[src/rtl/sorter_pkg.sv]
// Shared constants for the package sorter: settler state encoding and the
// default weight-path parameters so every stage agrees on the weight width.
package sorter_pkg;

  localparam int unsigned DEF_WIDTH         = 12;
  localparam int unsigned DEF_STABLE_CYCLES = 4;
  localparam int unsigned DEF_TOL           = 2;
  localparam int unsigned DEF_ZERO_THRESH   = 3;
  localparam int unsigned COUNT_WIDTH       = 16;

  typedef enum logic [1:0] {
    ST_EMPTY    = 2'd0,
    ST_SETTLING = 2'd1,
    ST_HOLD     = 2'd2,
    ST_REMOVING = 2'd3
  } settle_state_e;

endpackage

[src/rtl/weight_window_cmp.sv]
// Combinational sample classifier: flags an empty-scale reading and whether
// the raw reading sits within TOL of the current reference weight.
module weight_window_cmp
  import sorter_pkg::*;
#(
  parameter int unsigned WIDTH       = DEF_WIDTH,
  parameter int unsigned TOL         = DEF_TOL,
  parameter int unsigned ZERO_THRESH = DEF_ZERO_THRESH
) (
  input  logic [WIDTH-1:0] raw_i,
  input  logic [WIDTH-1:0] ref_i,
  output logic             is_zero_o,
  output logic             in_window_o
);

  // The difference carries one extra bit so it can never wrap.
  localparam logic [WIDTH:0]   TOL_W  = (WIDTH+1)'(TOL);
  localparam logic [WIDTH-1:0] ZERO_W = WIDTH'(ZERO_THRESH);

  logic [WIDTH:0] raw_ext_s;
  logic [WIDTH:0] ref_ext_s;
  logic [WIDTH:0] diff_s;

  // Absolute difference and the two sample classifications.
  always_comb begin
    raw_ext_s = {1'b0, raw_i};
    ref_ext_s = {1'b0, ref_i};
    if (raw_ext_s >= ref_ext_s) begin
      diff_s = raw_ext_s - ref_ext_s;
    end else begin
      diff_s = ref_ext_s - raw_ext_s;
    end
    is_zero_o   = (raw_i <= ZERO_W);
    in_window_o = (diff_s <= TOL_W);
  end

endmodule

[src/rtl/weight_settler.sv]
// Debounces the raw scale reading into one held weight per item, presenting
// a clean zero between items and counting every item that is placed and
// then removed.
module weight_settler
  import sorter_pkg::*;
#(
  parameter int unsigned WIDTH         = DEF_WIDTH,
  parameter int unsigned STABLE_CYCLES = DEF_STABLE_CYCLES,
  parameter int unsigned TOL           = DEF_TOL,
  parameter int unsigned ZERO_THRESH   = DEF_ZERO_THRESH
) (
  input  logic                   clk,
  input  logic                   reset,
  input  logic [WIDTH-1:0]       raw_weight,
  output logic [WIDTH-1:0]       weight,
  output logic                   valid,
  output logic [COUNT_WIDTH-1:0] item_count,
  output logic [1:0]             state
);

  localparam int unsigned    CNT_W      = $clog2(STABLE_CYCLES + 1);
  localparam logic [CNT_W-1:0] STABLE_CNT = CNT_W'(STABLE_CYCLES);
  localparam logic [CNT_W-1:0] CNT_ONE    = CNT_W'(1);
  localparam logic [CNT_W-1:0] CNT_ZERO   = CNT_W'(0);

  settle_state_e          state_q;
  logic [WIDTH-1:0]       ref_q;
  logic [CNT_W-1:0]       cnt_q;
  logic [WIDTH-1:0]       weight_q;
  logic                   valid_q;
  logic [COUNT_WIDTH-1:0] item_count_q;

  logic             is_zero_s;
  logic             in_window_s;
  logic [CNT_W-1:0] cnt_inc_s;

  weight_window_cmp #(
    .WIDTH       (WIDTH),
    .TOL         (TOL),
    .ZERO_THRESH (ZERO_THRESH)
  ) u_cmp (
    .raw_i       (raw_weight),
    .ref_i       (ref_q),
    .is_zero_o   (is_zero_s),
    .in_window_o (in_window_s)
  );

  assign cnt_inc_s = cnt_q + CNT_ONE;

  // Settling FSM: reference/stability tracking plus the registered outputs.
  // The held weight only moves 0->W on acceptance and W->0 on removal.
  always_ff @(posedge clk or negedge reset) begin
    if (!reset) begin
      state_q      <= ST_EMPTY;
      ref_q        <= '0;
      cnt_q        <= CNT_ZERO;
      weight_q     <= '0;
      valid_q      <= 1'b0;
      item_count_q <= '0;
    end else begin
      case (state_q)
        ST_EMPTY: begin
          if (!is_zero_s) begin
            ref_q   <= raw_weight;
            cnt_q   <= CNT_ONE;
            state_q <= ST_SETTLING;
          end
        end
        ST_SETTLING: begin
          if (is_zero_s) begin
            cnt_q   <= CNT_ZERO;
            state_q <= ST_EMPTY;
          end else if (!in_window_s) begin
            // A new level restarts the window; the reference is never averaged.
            ref_q <= raw_weight;
            cnt_q <= CNT_ONE;
          end else begin
            cnt_q <= cnt_inc_s;
            if (cnt_inc_s == STABLE_CNT) begin
              state_q  <= ST_HOLD;
              weight_q <= ref_q;
              valid_q  <= 1'b1;
            end
          end
        end
        ST_HOLD: begin
          // Nonzero jitter of any size is ignored while an item is held.
          if (is_zero_s) begin
            cnt_q   <= CNT_ONE;
            state_q <= ST_REMOVING;
          end
        end
        ST_REMOVING: begin
          if (!is_zero_s) begin
            // A bounce back to load: the item is still there, nothing counted.
            cnt_q   <= CNT_ZERO;
            state_q <= ST_HOLD;
          end else begin
            cnt_q <= cnt_inc_s;
            if (cnt_inc_s == STABLE_CNT) begin
              cnt_q        <= CNT_ZERO;
              state_q      <= ST_EMPTY;
              weight_q     <= '0;
              valid_q      <= 1'b0;
              item_count_q <= item_count_q + COUNT_WIDTH'(1);
            end
          end
        end
        default: begin
          state_q  <= ST_EMPTY;
          cnt_q    <= CNT_ZERO;
          weight_q <= '0;
          valid_q  <= 1'b0;
        end
      endcase
    end
  end

  assign weight     = weight_q;
  assign valid      = valid_q;
  assign item_count = item_count_q;
  assign state      = state_q;

endmodule

[config.mk]
export PLATFORM = sky130hd
export DESIGN_NAME = weight_settler
export DESIGN_NICKNAME = d
export VERILOG_FILES = /design/src/rtl/sorter_pkg.sv /design/src/rtl/weight_window_cmp.sv /design/src/rtl/weight_settler.sv
export SDC_FILE = /design/constraint.sdc
export NUM_CORES = 1
export LEC_CHECK = 0
export CORE_ASPECT_RATIO = 0.7
export CORE_MARGIN = 4
export CORE_UTILIZATION = 61
export DETAILED_ROUTE_END_ITERATION = 7
export PLACE_DENSITY_LB_ADDON = 0.05
export SKIP_CTS_REPAIR_TIMING = 1
export SYNTH_ARGS = -nofsm -noshare
export SYNTH_HDL_FRONTEND = slang
export SYNTH_SLANG_ARGS = --single-unit
[constraint.sdc]
create_clock -name clk -period 5.7 [get_ports clk]
set_input_delay 1.14 -clock clk [delete_from_list [all_inputs] [get_ports clk]]
set_output_delay 1.14 -clock clk [all_outputs]
set_load 0.1 [all_outputs]
======== Yosys cells after proc, flatten, opt, wreduce, memory -nomap -nowiden ========
Cells that the tools add are included.
word-level totals
  register bits after elaboration ......... 46
  input bits .............................. 14
  logic and storage cells ................. 68
operators by class
  $add $sub $neg .......................... 4
  $lt $le $gt $ge ......................... 3
  equal/unequal tests ..................... 15
  muxes and demuxes ....................... 32
  reductions and logical operators ........ 8
operator list
  kind                     number
  $mux W12                 8
  $pmux W12 S2             2
  $sub A12 B12 Y13         2
  $mux W3                  6
  $add A16 B1 Y16 const B  1
  $ne A2 B2 Y1 const B     8
  $mux W2                  7
  $le A13 B2 Y1 const B    1
  $mux W13                 1
  $ge A12 B12 Y1           1
  $le A12 B2 Y1 const B    1
  $pmux W3 S4              1
  $ne A3 B3 Y1 const B     3
  $pmux W2 S4              1
  $reduce_and A6 Y1        1
  $mux W1                  5
  $reduce_and A5 Y1        1
  $eq A2 B2 Y1 const B     2
  $reduce_and A4 Y1        1
  $reduce_bool A2 Y1       2
  $add A3 B1 Y3 const B    1
  $eq A3 B3 Y1 const B     1
  $reduce_and A3 Y1        1
  $eq A2 B1 Y1 const B     1
  other kinds (3)          3

======== Depth between registers and ports, before layout ========
Gate-level depths: netlist (run 1).
  depth in word-level cells ............... 6
  mapped depth ............................ 14

======== By module ========
Synthesis (run 1) repeated with hierarchy kept, for this count alone.
unflattened totals
  cell total of the unflattened synthesis .. 344
  area total of the unflattened synthesis .. 3,281.9 µm²
modules (own cells, without submodules)
  module             instances  cells each  area an instance (µm²)  sequential area each (µm²)
  weight_settler     1          154         1,964.4                 1,151.1
  weight_window_cmp  1          190         1,317.5                 0.0

======== Least setup slack after synthesis (run 1) ========
OpenSTA, ideal clock, no wires.
  kind .................................... input to register
  start point ............................. input raw_weight[6]
  end point ............................... register weight_q[0], in the netlist weight[0]
  library setup time ...................... 0.126 ns
  arrival ................................. 3.476 ns
  setup slack ............................. 2.098 ns
  cell stages on the path ................. 13
  buffers on the path ..................... 3
  path through ............................ inv_1 ha_1 buf_6 a21o_1 a211oi_2 nor2_1 o31a_1 a31o_1 a32oi_2 buf_6 buf_8 mux2i_1 nand2_1
on the way
  word-level cells in the longest chain between the ends .. 5
  elaborated cells between the ends (all ways) .. 10
  those cells by class .................... add/sub (2); order compare (3); eq/ne (3); mux (1); reduce/logical (1)
RTL lines
  what                                      RTL line                 RTL
  start, declared                           weight_settler.sv:14     input logic [WIDTH-1:0] raw_weight,
  $sub A12 B12 Y13 (tied with other cells)  weight_window_cmp.sv:31  diff_s = ref_ext_s - raw_ext_s;
  $mux W13                                  weight_window_cmp.sv:28  if (raw_ext_s >= ref_ext_s) begin
  $le A13 B2 Y1                             weight_window_cmp.sv:34  in_window_o = (diff_s <= TOL_W);
  $ne A2 B2 Y1 (no line)                    --
  $reduce_and A6 Y1 (no line) *             --
  end signal, assigned                      weight_settler.sv:81     weight_q <= ref_q;
  end, declared                             weight_settler.sv:29     logic [WIDTH-1:0] weight_q;
Every way passes the cells marked *; elsewhere a longest branch is shown, timed or not.
A chain may end at the register's enable or synchronous reset.

======== Worst setup path after layout (run 1) ========
  start point ............................. input raw_weight[7]
  end point ............................... register ref_q[2]
on the way
  word-level cells in the longest chain between the ends .. 5
  elaborated cells between the ends (all ways) .. 10
  those cells by class .................... add/sub (2); order compare (3); eq/ne (3); mux (1); reduce/logical (1)
RTL lines
  what                                      RTL line                 RTL
  $sub A12 B12 Y13 (tied with other cells)  weight_window_cmp.sv:31
  $mux W13                                  weight_window_cmp.sv:28
  $le A13 B2 Y1                             weight_window_cmp.sv:34
  $ne A2 B2 Y1 (no line)                    --
  $reduce_and A4 Y1 (no line) *             --
  end signal, assigned                      weight_settler.sv:64     ref_q <= raw_weight;
  end signal, assigned                      weight_settler.sv:75     ref_q <= raw_weight;
  end, declared                             weight_settler.sv:27     logic [WIDTH-1:0] ref_q;
Marks and branches as above.

==> results of run 1 <==
power breakdown:
| group | leakage, µW | internal [µW] | switching, µW |
|---|---|---|---|
| Clock | 0.0000441 | 86.5 | 124 |
| Sequential | 0.000531 | 331 | 5.12 |
| Combinational | 0.00147 | 71.2 | 116 |
| Total | 0.00204 | 488 | 246 |
worst reg2reg max path, delay by kind of cell, from the launching register on:
family / cells / cell delay, ps
AO/OA/AOI/OAI: 5 / 1320
adder cells (fa/ha/maj): 2 / 610
buffers and inverters: 3 / 470
flip-flops: 1 / 420
multiplexers: 1 / 310
AND/OR/NAND/NOR: 2 / 420
routing by layer:
layer / part of all wire (%) / GRT usage [%]
met1: 45 / 39.13
met2: 43 / 41.35
met3: 9.6 / 9.060
met4: 1.6 / 5.767
met5: 0 / 0
synth_stat cells (15+ instances only):
| cell type | n |
|---|---|
| sky130_fd_sc_hd__nand2_1 | 48 |
| sky130_fd_sc_hd__dfrtp_1 | 46 |
| sky130_fd_sc_hd__inv_1 | 34 |
| sky130_fd_sc_hd__a21oi_1 | 27 |
| sky130_fd_sc_hd__ha_1 | 27 |
| sky130_fd_sc_hd__nor2_1 | 27 |
| sky130_fd_sc_hd__nor3_1 | 23 |
| sky130_fd_sc_hd__nand3_1 | 21 |
| sky130_fd_sc_hd__clkbuf_1 | 20 |
| sky130_fd_sc_hd__mux2i_1 | 16 |
| sky130_fd_sc_hd__nor2b_1 | 16 |
| sky130_fd_sc_hd__nand2b_1 | 15 |
path summary, 6_finish.rpt:
| path | slack, ps | depth (start not counted) | endpoint |
|---|---|---|---|
| worst min-delay path | 470 | 1 | item_count[15] |
| max in group asynchronous | 4050 | 1 | ref_q[5] |
| worst min register to register | 470 | 1 | item_count[15] |
| min in group asynchronous | 1010 | 1 | cnt_q[0] |
| worst max register to register | 1980 | 13 | ref_q[2] |
| worst max-delay path | 1100 | 12 | ref_q[2] |
cells in the final DEF (no fill, tap or decap), drive strengths merged, types with 3 or more instances in the layout:
cell type,instances
ha,27
nand3b,9
xor2,11
clkbuf,5
nor3,24
buf,4
nand2,48
dfrtp,46
mux2i,16
a21oi,28
a21o,5
a31oi,3
nand4,10
nor2,28
o21ai,13
xnor2,9
or3,3
and3,3
a22oi,4
nand3,21
a211oi,3
nand2b,15
o221ai,8
a221oi,12
nor2b,16
clkdlybuf4s50,43
inv,34
mux2,9
stage by stage:
stage          total power (µW)  cell area (µm²)  worst slack, ps  util, %
4_1_cts                   727.4             4532             1240    71.52
3_5_place_dp              521.1             4442            933.7    70.10
2_1_floorplan             466.5             4036             2098        -
3_3_place_gp              520.9             4442            761.8    70.10
5_1_grt                   768.0             4532            896.0    71.52
6_report                  733.9             4532             1095    71.52
cells by family (layout without fill, tap and decap cells):
| family | count (synthesis) | in the layout |
|---|---|---|
| XOR/XNOR | 20 | 20 |
| adder cells (fa/ha/maj) | 29 | 29 |
| AO/OA/AOI/OAI | 105 | 105 |
| buffers and inverters | 66 | 89 |
| AND/OR/NAND/NOR | 190 | 190 |
| multiplexers | 25 | 25 |
| flip-flops | 46 | 46 |
final cells by class:
cell class	instances	area (µm²)
clock inverter	3	21.27
fill	506	1804
tap	91	113.9
inverter	34	127.6
timing repair buffer	47	457.9
multi-input combinational	369	2591
clock buffer	5	68.82
sequential	46	1151
sequential cells by signal, summed over array words and instances (netlist names), named ones only:
register,flops
item_count,16
ref_q,12
weight,12
cnt_q,3
state,1
valid,1
==> impl_metrics.xml, run 1 <==
<?xml version="1.0" encoding="UTF-8"?>
<metrics>
  <group name="floorplan">
    <metric name="die-height" unit="µm">76.06</metric>
    <metric name="dieWidth" unit="µm">105.2</metric>
    <metric name="io-pin-count" unit="">45</metric>
    <metric name="initial_core_util" unit="%">63.70</metric>
    <metric name="die_area" unit="mm²">0.008003</metric>
    <metric name="coreArea" unit="mm²">0.006336</metric>
    <metric name="placementRows" unit="">24</metric>
  </group>
  <group name="global_routing">
    <metric name="grt.overflow.total" unit="">0</metric>
    <metric name="grt_max_degree" unit="">55</metric>
    <metric name="antenna_violations_before_repair" unit="">0</metric>
    <metric name="grt_pass1_wl" unit="µm">18150</metric>
    <metric name="via_count_of_the_first_global_routing_pass" unit="">3590</metric>
    <metric name="grt_overall_usage" unit="%">27.65</metric>
  </group>
  <group name="setup_path">
    <metric name="critical-path-slowest-cell" unit="">sky130_fd_sc_hd__a2111oi_0</metric>
    <metric name="critical_path.max_stage_delay" unit="ps">660</metric>
    <metric name="largest_delay_contributor_family_on_the_critical_path" unit="">compound AO/OA/AOI/OAI gates</metric>
    <metric name="timing_worst_setup_path_type" unit="">in -&gt; reg</metric>
    <metric name="critPathBufInv" unit="">3</metric>
    <metric name="critPathLaunchType" unit="">input pin</metric>
    <metric name="worst_setup_path_end_kind" unit="">flop</metric>
    <metric name="reg2reg_launch_point" unit="">ref_q[0]</metric>
    <metric name="cp.required" unit="ps">5830</metric>
    <metric name="timing.critical_path.arrival" unit="ps">4740</metric>
    <metric name="crit_path_start" unit="">raw_weight[7]</metric>
    <metric name="crit_chain" unit="">clkdlybuf4s50_1 &gt; inv_1 &gt; ha_1 &gt; o21ai_0 &gt; a2111oi_0 &gt; o2111ai_1 &gt; nor3_1 &gt; o2111a_1 &gt; a32oi_2 &gt; buf_4 &gt; mux2_2 &gt; o221ai_1</metric>
    <metric name="critical_path.max_fanout" unit="">34</metric>
  </group>
  <group name="sta">
    <metric name="final_hold_viol_count" unit="">0</metric>
    <metric name="timing.final.crit_period" unit="ps">4605</metric>
    <metric name="finClkSkew" unit="ps">13.24</metric>
    <metric name="tightestPinTransition" unit="ps">1167</metric>
    <metric name="setup_viol_count_final" unit="">0</metric>
    <metric name="fin_hold_ws" unit="ps">474.5</metric>
    <metric name="timing.max_slew.rel_slack" unit="%">21.90</metric>
    <metric name="finalCritPeriodShare" unit="%">80.79</metric>
    <metric name="rsz0062_at_grt" unit="">false</metric>
    <metric name="totalNegativeSetupSlack" unit="ps">0</metric>
    <metric name="timing.final.max_slew_violations" unit="">0</metric>
    <metric name="max_clock_freq" unit="MHz">217.2</metric>
  </group>
  <group name="clocking">
    <metric name="cts.sinks" unit="">46</metric>
    <metric name="cts_inserted_buffers" unit="">5</metric>
    <metric name="clockRootBuffer" unit="">sky130_fd_sc_hd__clkbuf_8</metric>
    <metric name="clk_latency" unit="ps">320</metric>
    <metric name="cts_tree" unit="">built</metric>
    <metric name="clock_path_buffers" unit="">2</metric>
    <metric name="cts_htree_levels" unit="">2</metric>
    <metric name="path_clk_slew" unit="ps">90</metric>
  </group>
  <group name="drt">
    <metric name="detail_route.drc_violations" unit="">0</metric>
    <metric name="final_antenna_net_count" unit="">0</metric>
    <metric name="firstDrtPassIters" unit="">5</metric>
    <metric name="drt-initial-drc-count" unit="">445</metric>
    <metric name="route.final.wire_length" unit="µm">10840</metric>
    <metric name="vias" unit="">3727</metric>
    <metric name="detail_route.wl_per_cell" unit="µm">18.22</metric>
    <metric name="route.detailed.vias_per_inst" unit="">6.264</metric>
  </group>
  <group name="pwr">
    <metric name="maximum_ir_drop_on_the_vdd_rail" unit="V">0.0001258</metric>
    <metric name="power_per_cell_area" unit="mW/mm²">161.9</metric>
    <metric name="power.leakage" unit="µW">0.002044</metric>
  </group>
  <group name="placed_design">
    <metric name="placed_cells" unit="">587</metric>
    <metric name="hpwlAfterDp" unit="µm">8009</metric>
    <metric name="last_weighted_congestion_value_of_the_routability_driven_placer" unit="">1.071</metric>
    <metric name="placement.io_buffers" unit="">44</metric>
  </group>
  <group name="synth">
    <metric name="synth_top_family_by_area" unit="">simple AND/OR/NAND/NOR gates</metric>
    <metric name="netlist_area" unit="mm²">0.004036</metric>
    <metric name="synth_flop_cell" unit="">sky130_fd_sc_hd__dfrtp_1</metric>
    <metric name="post_synthesis_share_of_cell_area_spent_on_and_or_nand_and_nor_gates" unit="%">25.39</metric>
    <metric name="proportion_of_register_bits_with_asynchronous_set_or_reset_after_synthesis" unit="%">100.0</metric>
    <metric name="synth_mux_area_share" unit="%">6.479</metric>
    <metric name="synth_area_leaders" unit="">sky130_fd_sc_hd__dfrtp_1 (29%), sky130_fd_sc_hd__ha_1 (8.4%), sky130_fd_sc_hd__nand2_1 (4.5%)</metric>
    <metric name="synthAdderAreaFrac" unit="%">9.361</metric>
    <metric name="synth_cell_types" unit="">70</metric>
    <metric name="syn-num-nets" unit="">524</metric>
    <metric name="post-synth-top-area-fraction" unit="%">28.52</metric>
    <metric name="yosysWarningCount" unit="">0</metric>
    <metric name="yosysSeqAreaShare" unit="%">28.52</metric>
    <metric name="avgSynthCellArea" unit="µm²">8.392</metric>
    <metric name="synth-edff-count" unit="">0</metric>
    <metric name="synth_compound_area_share" unit="%">18.63</metric>
    <metric name="yosys.area_share.xor_xnor" unit="%">4.340</metric>
    <metric name="yosys_register_bits" unit="">46</metric>
    <metric name="synth_largest_area_cell" unit="">sky130_fd_sc_hd__dfrtp_1</metric>
    <metric name="postSynthCellCount" unit="">481</metric>
  </group>
  <group name="final_layout">
    <metric name="synthToLayoutAreaGrowth" unit="%">12.28</metric>
    <metric name="post_route_cells_drive_above_1_share" unit="%">6.548</metric>
    <metric name="post_layout_nonfiller_instances" unit="">595</metric>
    <metric name="num-nets-final" unit="">546</metric>
    <metric name="n_antenna_cell" unit="">0</metric>
  </group>
  <group name="job">
    <metric name="max-cap-violations" unit="">0</metric>
  </group>
  <group name="outcome">
    <metric name="status" unit="">complete, no violations</metric>
  </group>
  <group name="min_path">
    <metric name="holdCritPathClass" unit="">reg -&gt; reg</metric>
    <metric name="hold_start" unit="">item_count[15]</metric>
  </group>
</metrics>
Note: power is estimated with default switching activity, not from simulation.
==> inputs of run 2 (changes only) <==
--- a/config.mk
+++ b/config.mk
@@ -7,7 +7,7 @@
 export LEC_CHECK = 0
 export CORE_ASPECT_RATIO = 0.7
 export CORE_MARGIN = 4
-export CORE_UTILIZATION = 61
+export CORE_UTILIZATION = 52
 export DETAILED_ROUTE_END_ITERATION = 7
 export PLACE_DENSITY_LB_ADDON = 0.05
 export SKIP_CTS_REPAIR_TIMING = 1
==> constraint.sdc (replaced) <==
create_clock -name clk -period 4.2 [get_ports clk]
set_input_delay 0.84 -clock clk [delete_from_list [all_inputs] [get_ports clk]]
set_output_delay 0.84 -clock clk [all_outputs]
set_load 0.1 [all_outputs]
==> impl_metrics.xml, run 2 (synthesis results as in run 1) <==
<?xml version="1.0" encoding="UTF-8"?>
<metrics>
  <group name="floorplan">
    <metric name="die_area" unit="mm²">0.009258</metric>
    <metric name="coreArea" unit="mm²">0.007417</metric>
    <metric name="dieWidth" unit="µm">113.3</metric>
    <metric name="die-height" unit="µm">81.71</metric>
    <metric name="placementRows" unit="">26</metric>
    <metric name="io-pin-count" unit="">45</metric>
    <metric name="initial_core_util" unit="%">54.42</metric>
  </group>
  <group name="setup_path">
    <metric name="reg2reg_slack" unit="ps">950</metric>
    <metric name="cell_depth_of_the_worst_flop_to_flop_path" unit="">13</metric>
    <metric name="timing.critical_path.arrival" unit="ps">3950</metric>
    <metric name="cp.required" unit="ps">4340</metric>
    <metric name="timing.rr.end" unit="">ref_q[8]</metric>
    <metric name="critical_path.max_fanout" unit="">34</metric>
    <metric name="timing_worst_setup_path_type" unit="">in -&gt; reg</metric>
    <metric name="reg2reg_launch_point" unit="">ref_q[0]</metric>
    <metric name="critPathLaunchType" unit="">input pin</metric>
    <metric name="worst_setup_path_end_kind" unit="">flop</metric>
  </group>
  <group name="placed_design">
    <metric name="hpwlAfterDp" unit="µm">7959</metric>
    <metric name="last_weighted_congestion_value_of_the_routability_driven_placer" unit="">1.014</metric>
    <metric name="worst_case_setup_slack_after_placement" unit="ps">145.5</metric>
    <metric name="placedInstanceArea" unit="mm²">0.004586</metric>
    <metric name="placement.io_buffers" unit="">44</metric>
  </group>
  <group name="sta">
    <metric name="worst_slack" unit="ps">385.6</metric>
    <metric name="rsz0062_at_grt" unit="">false</metric>
    <metric name="final_hold_viol_count" unit="">0</metric>
    <metric name="finClkSkew" unit="ps">17.64</metric>
    <metric name="timing.final.crit_period" unit="ps">3814</metric>
    <metric name="setup_viol_count_final" unit="">0</metric>
    <metric name="tightestPinTransition" unit="ps">1163</metric>
    <metric name="timing.max_slew.rel_slack" unit="%">22.16</metric>
    <metric name="timing.final.max_slew_violations" unit="">0</metric>
    <metric name="max_clock_freq" unit="MHz">262.2</metric>
    <metric name="finalCritPeriodShare" unit="%">90.82</metric>
    <metric name="totalNegativeSetupSlack" unit="ps">0</metric>
  </group>
  <group name="final_layout">
    <metric name="final_common_cell" unit="">sky130_fd_sc_hd__nand2_1</metric>
    <metric name="final_area" unit="mm²">0.004698</metric>
    <metric name="n_antenna_cell" unit="">0</metric>
    <metric name="largest_register_ffs" unit="">16</metric>
    <metric name="synthToLayoutAreaGrowth" unit="%">16.40</metric>
    <metric name="mostFrequentLayoutCells" unit="">sky130_fd_sc_hd__nand2_1 (48), sky130_fd_sc_hd__dfrtp_1 (46), sky130_fd_sc_hd__clkdlybuf4s50_1 (41)</metric>
    <metric name="post_route_cells_drive_above_1_share" unit="%">9.981</metric>
    <metric name="num-nets-final" unit="">563</metric>
  </group>
  <group name="pwr">
    <metric name="p_int" unit="µW">738.0</metric>
    <metric name="power.sequential.fraction" unit="%">42.6</metric>
    <metric name="p_switching" unit="µW">330.9</metric>
    <metric name="combinational_share_of_power" unit="%">24.8</metric>
    <metric name="report.power.total" unit="µW">1069</metric>
    <metric name="power_per_cell_area" unit="mW/mm²">227.5</metric>
    <metric name="pwr-share-clk" unit="%">32.5</metric>
    <metric name="maximum_ir_drop_on_the_vdd_rail" unit="V">0.0001604</metric>
    <metric name="p_sw_share" unit="%">30.95</metric>
    <metric name="power.leakage" unit="µW">0.002147</metric>
  </group>
  <group name="outcome">
    <metric name="status" unit="">complete, no violations</metric>
  </group>
  <group name="drt">
    <metric name="route.final.wire_length" unit="µm">10590</metric>
    <metric name="detail_route.wl_per_cell" unit="µm">17.11</metric>
    <metric name="vias" unit="">3738</metric>
    <metric name="final_antenna_net_count" unit="">0</metric>
    <metric name="drt-initial-drc-count" unit="">429</metric>
    <metric name="firstDrtPassIters" unit="">6</metric>
    <metric name="route.detailed.vias_per_inst" unit="">6.039</metric>
    <metric name="detail_route.drc_violations" unit="">0</metric>
  </group>
  <group name="min_path">
    <metric name="holdCritPathClass" unit="">reg -&gt; reg</metric>
    <metric name="hold_start" unit="">item_count[15]</metric>
    <metric name="hold_end" unit="">item_count[15]</metric>
    <metric name="timing.hold.worst_path_depth" unit="">1</metric>
  </group>
  <group name="clocking">
    <metric name="cts_tree" unit="">built</metric>
    <metric name="cts.sinks" unit="">46</metric>
    <metric name="cts_htree_levels" unit="">2</metric>
    <metric name="cts_inserted_buffers" unit="">5</metric>
    <metric name="clk_latency" unit="ps">310</metric>
    <metric name="clock_path_buffers" unit="">2</metric>
    <metric name="path_clk_slew" unit="ps">90</metric>
    <metric name="clockRootBuffer" unit="">sky130_fd_sc_hd__clkbuf_8</metric>
  </group>
  <group name="global_routing">
    <metric name="grt.overflow.total" unit="">0</metric>
    <metric name="global_route.usage.met1" unit="%">33.49</metric>
    <metric name="gr_util_met3" unit="%">3.535</metric>
    <metric name="grt_max_degree" unit="">51</metric>
    <metric name="via_count_of_the_first_global_routing_pass" unit="">3594</metric>
    <metric name="grt_util_met2" unit="%">39.13</metric>
    <metric name="grt_overall_usage" unit="%">23.49</metric>
    <metric name="grt_most_used_layer" unit="">met2</metric>
    <metric name="antenna_violations_before_repair" unit="">0</metric>
    <metric name="grt_pass1_wl" unit="µm">17740</metric>
  </group>
  <group name="job">
    <metric name="max-cap-violations" unit="">0</metric>
  </group>
</metrics>
[run 2: cell count changes in the layout (fill, tap and decap cells not counted), sizes merged]
| cell | previous run | this run |
|---|---|---|
| buf | 4 | 23 |
| inv | 34 | 35 |
| clkdlybuf4s50 | 43 | 41 |
| bufinv | 0 | 1 |
| clkinv | 2 | 1 |
| clkinvlp | 1 | 0 |
[run 2: power groups by stage]
stage                     Sequential [µW]  Clock, µW  Combinational (µW)
after floorplan                       462          0                 171
after global placement                464          0                 258
after detailed placement              464          0                 257
after CTS                             456        352                 258
after global routing                  457        372                 288
final                                 456        348                 265
[run 2: area by class of cell]
| class | instances | area, µm² |
|---|---|---|
| sequential | 46 | 1151 |
| timing repair buffer | 64 | 593.1 |
| inverter | 34 | 127.6 |
| clock inverter | 3 | 43.79 |
| clock buffer | 5 | 68.82 |
| fill | 654 | 2719 |
| multi-input combinational | 369 | 2591 |
| tap | 98 | 122.6 |
[run 2: how the worst max path moves through the flow]
stage               depth (start not counted)        end  slack [ps]           from
floorplan                                  13  weight[0]         900  raw_weight[6]
global placement                           12   ref_q[6]         180  raw_weight[6]
detailed placement                         12   ref_q[6]         150  raw_weight[6]
CTS                                        12   ref_q[6]         450  raw_weight[6]
global route                               12   ref_q[6]         190  raw_weight[7]
finish                                     12   ref_q[8]         390  raw_weight[6]
[run 2: critical path: stages]
cell,delay [ps]
sky130_fd_sc_hd__clkdlybuf4s50_1,550
sky130_fd_sc_hd__inv_1,60
sky130_fd_sc_hd__ha_1,500
sky130_fd_sc_hd__o21ai_0,180
sky130_fd_sc_hd__a2111oi_0,430
sky130_fd_sc_hd__o2111ai_1,180
sky130_fd_sc_hd__nor3_1,300
sky130_fd_sc_hd__o2111a_1,270
sky130_fd_sc_hd__a32oi_2,80
sky130_fd_sc_hd__buf_12,210
sky130_fd_sc_hd__mux2_2,240
sky130_fd_sc_hd__o221ai_1,100
[run 2: metal layers]
| metal | routed length, µm | up-vias |
|---|---|---|
| met4 | 60 | 0 |
| met3 | 666 | 6 |
| li1 | - | 1798 |
| met1 | 5088 | 1788 |
| met5 | 0 | - |
| met2 | 4776 | 146 |
[run 2: through the flow]
stage          hold WS, ps  cells  util, %
2_1_floorplan        513.7    481        -
3_3_place_gp         454.5    611    61.83
3_5_place_dp         461.3    611    61.83
4_1_cts              475.9    619    63.34
5_1_grt              501.6    619    63.34
6_report             474.8    619    63.34
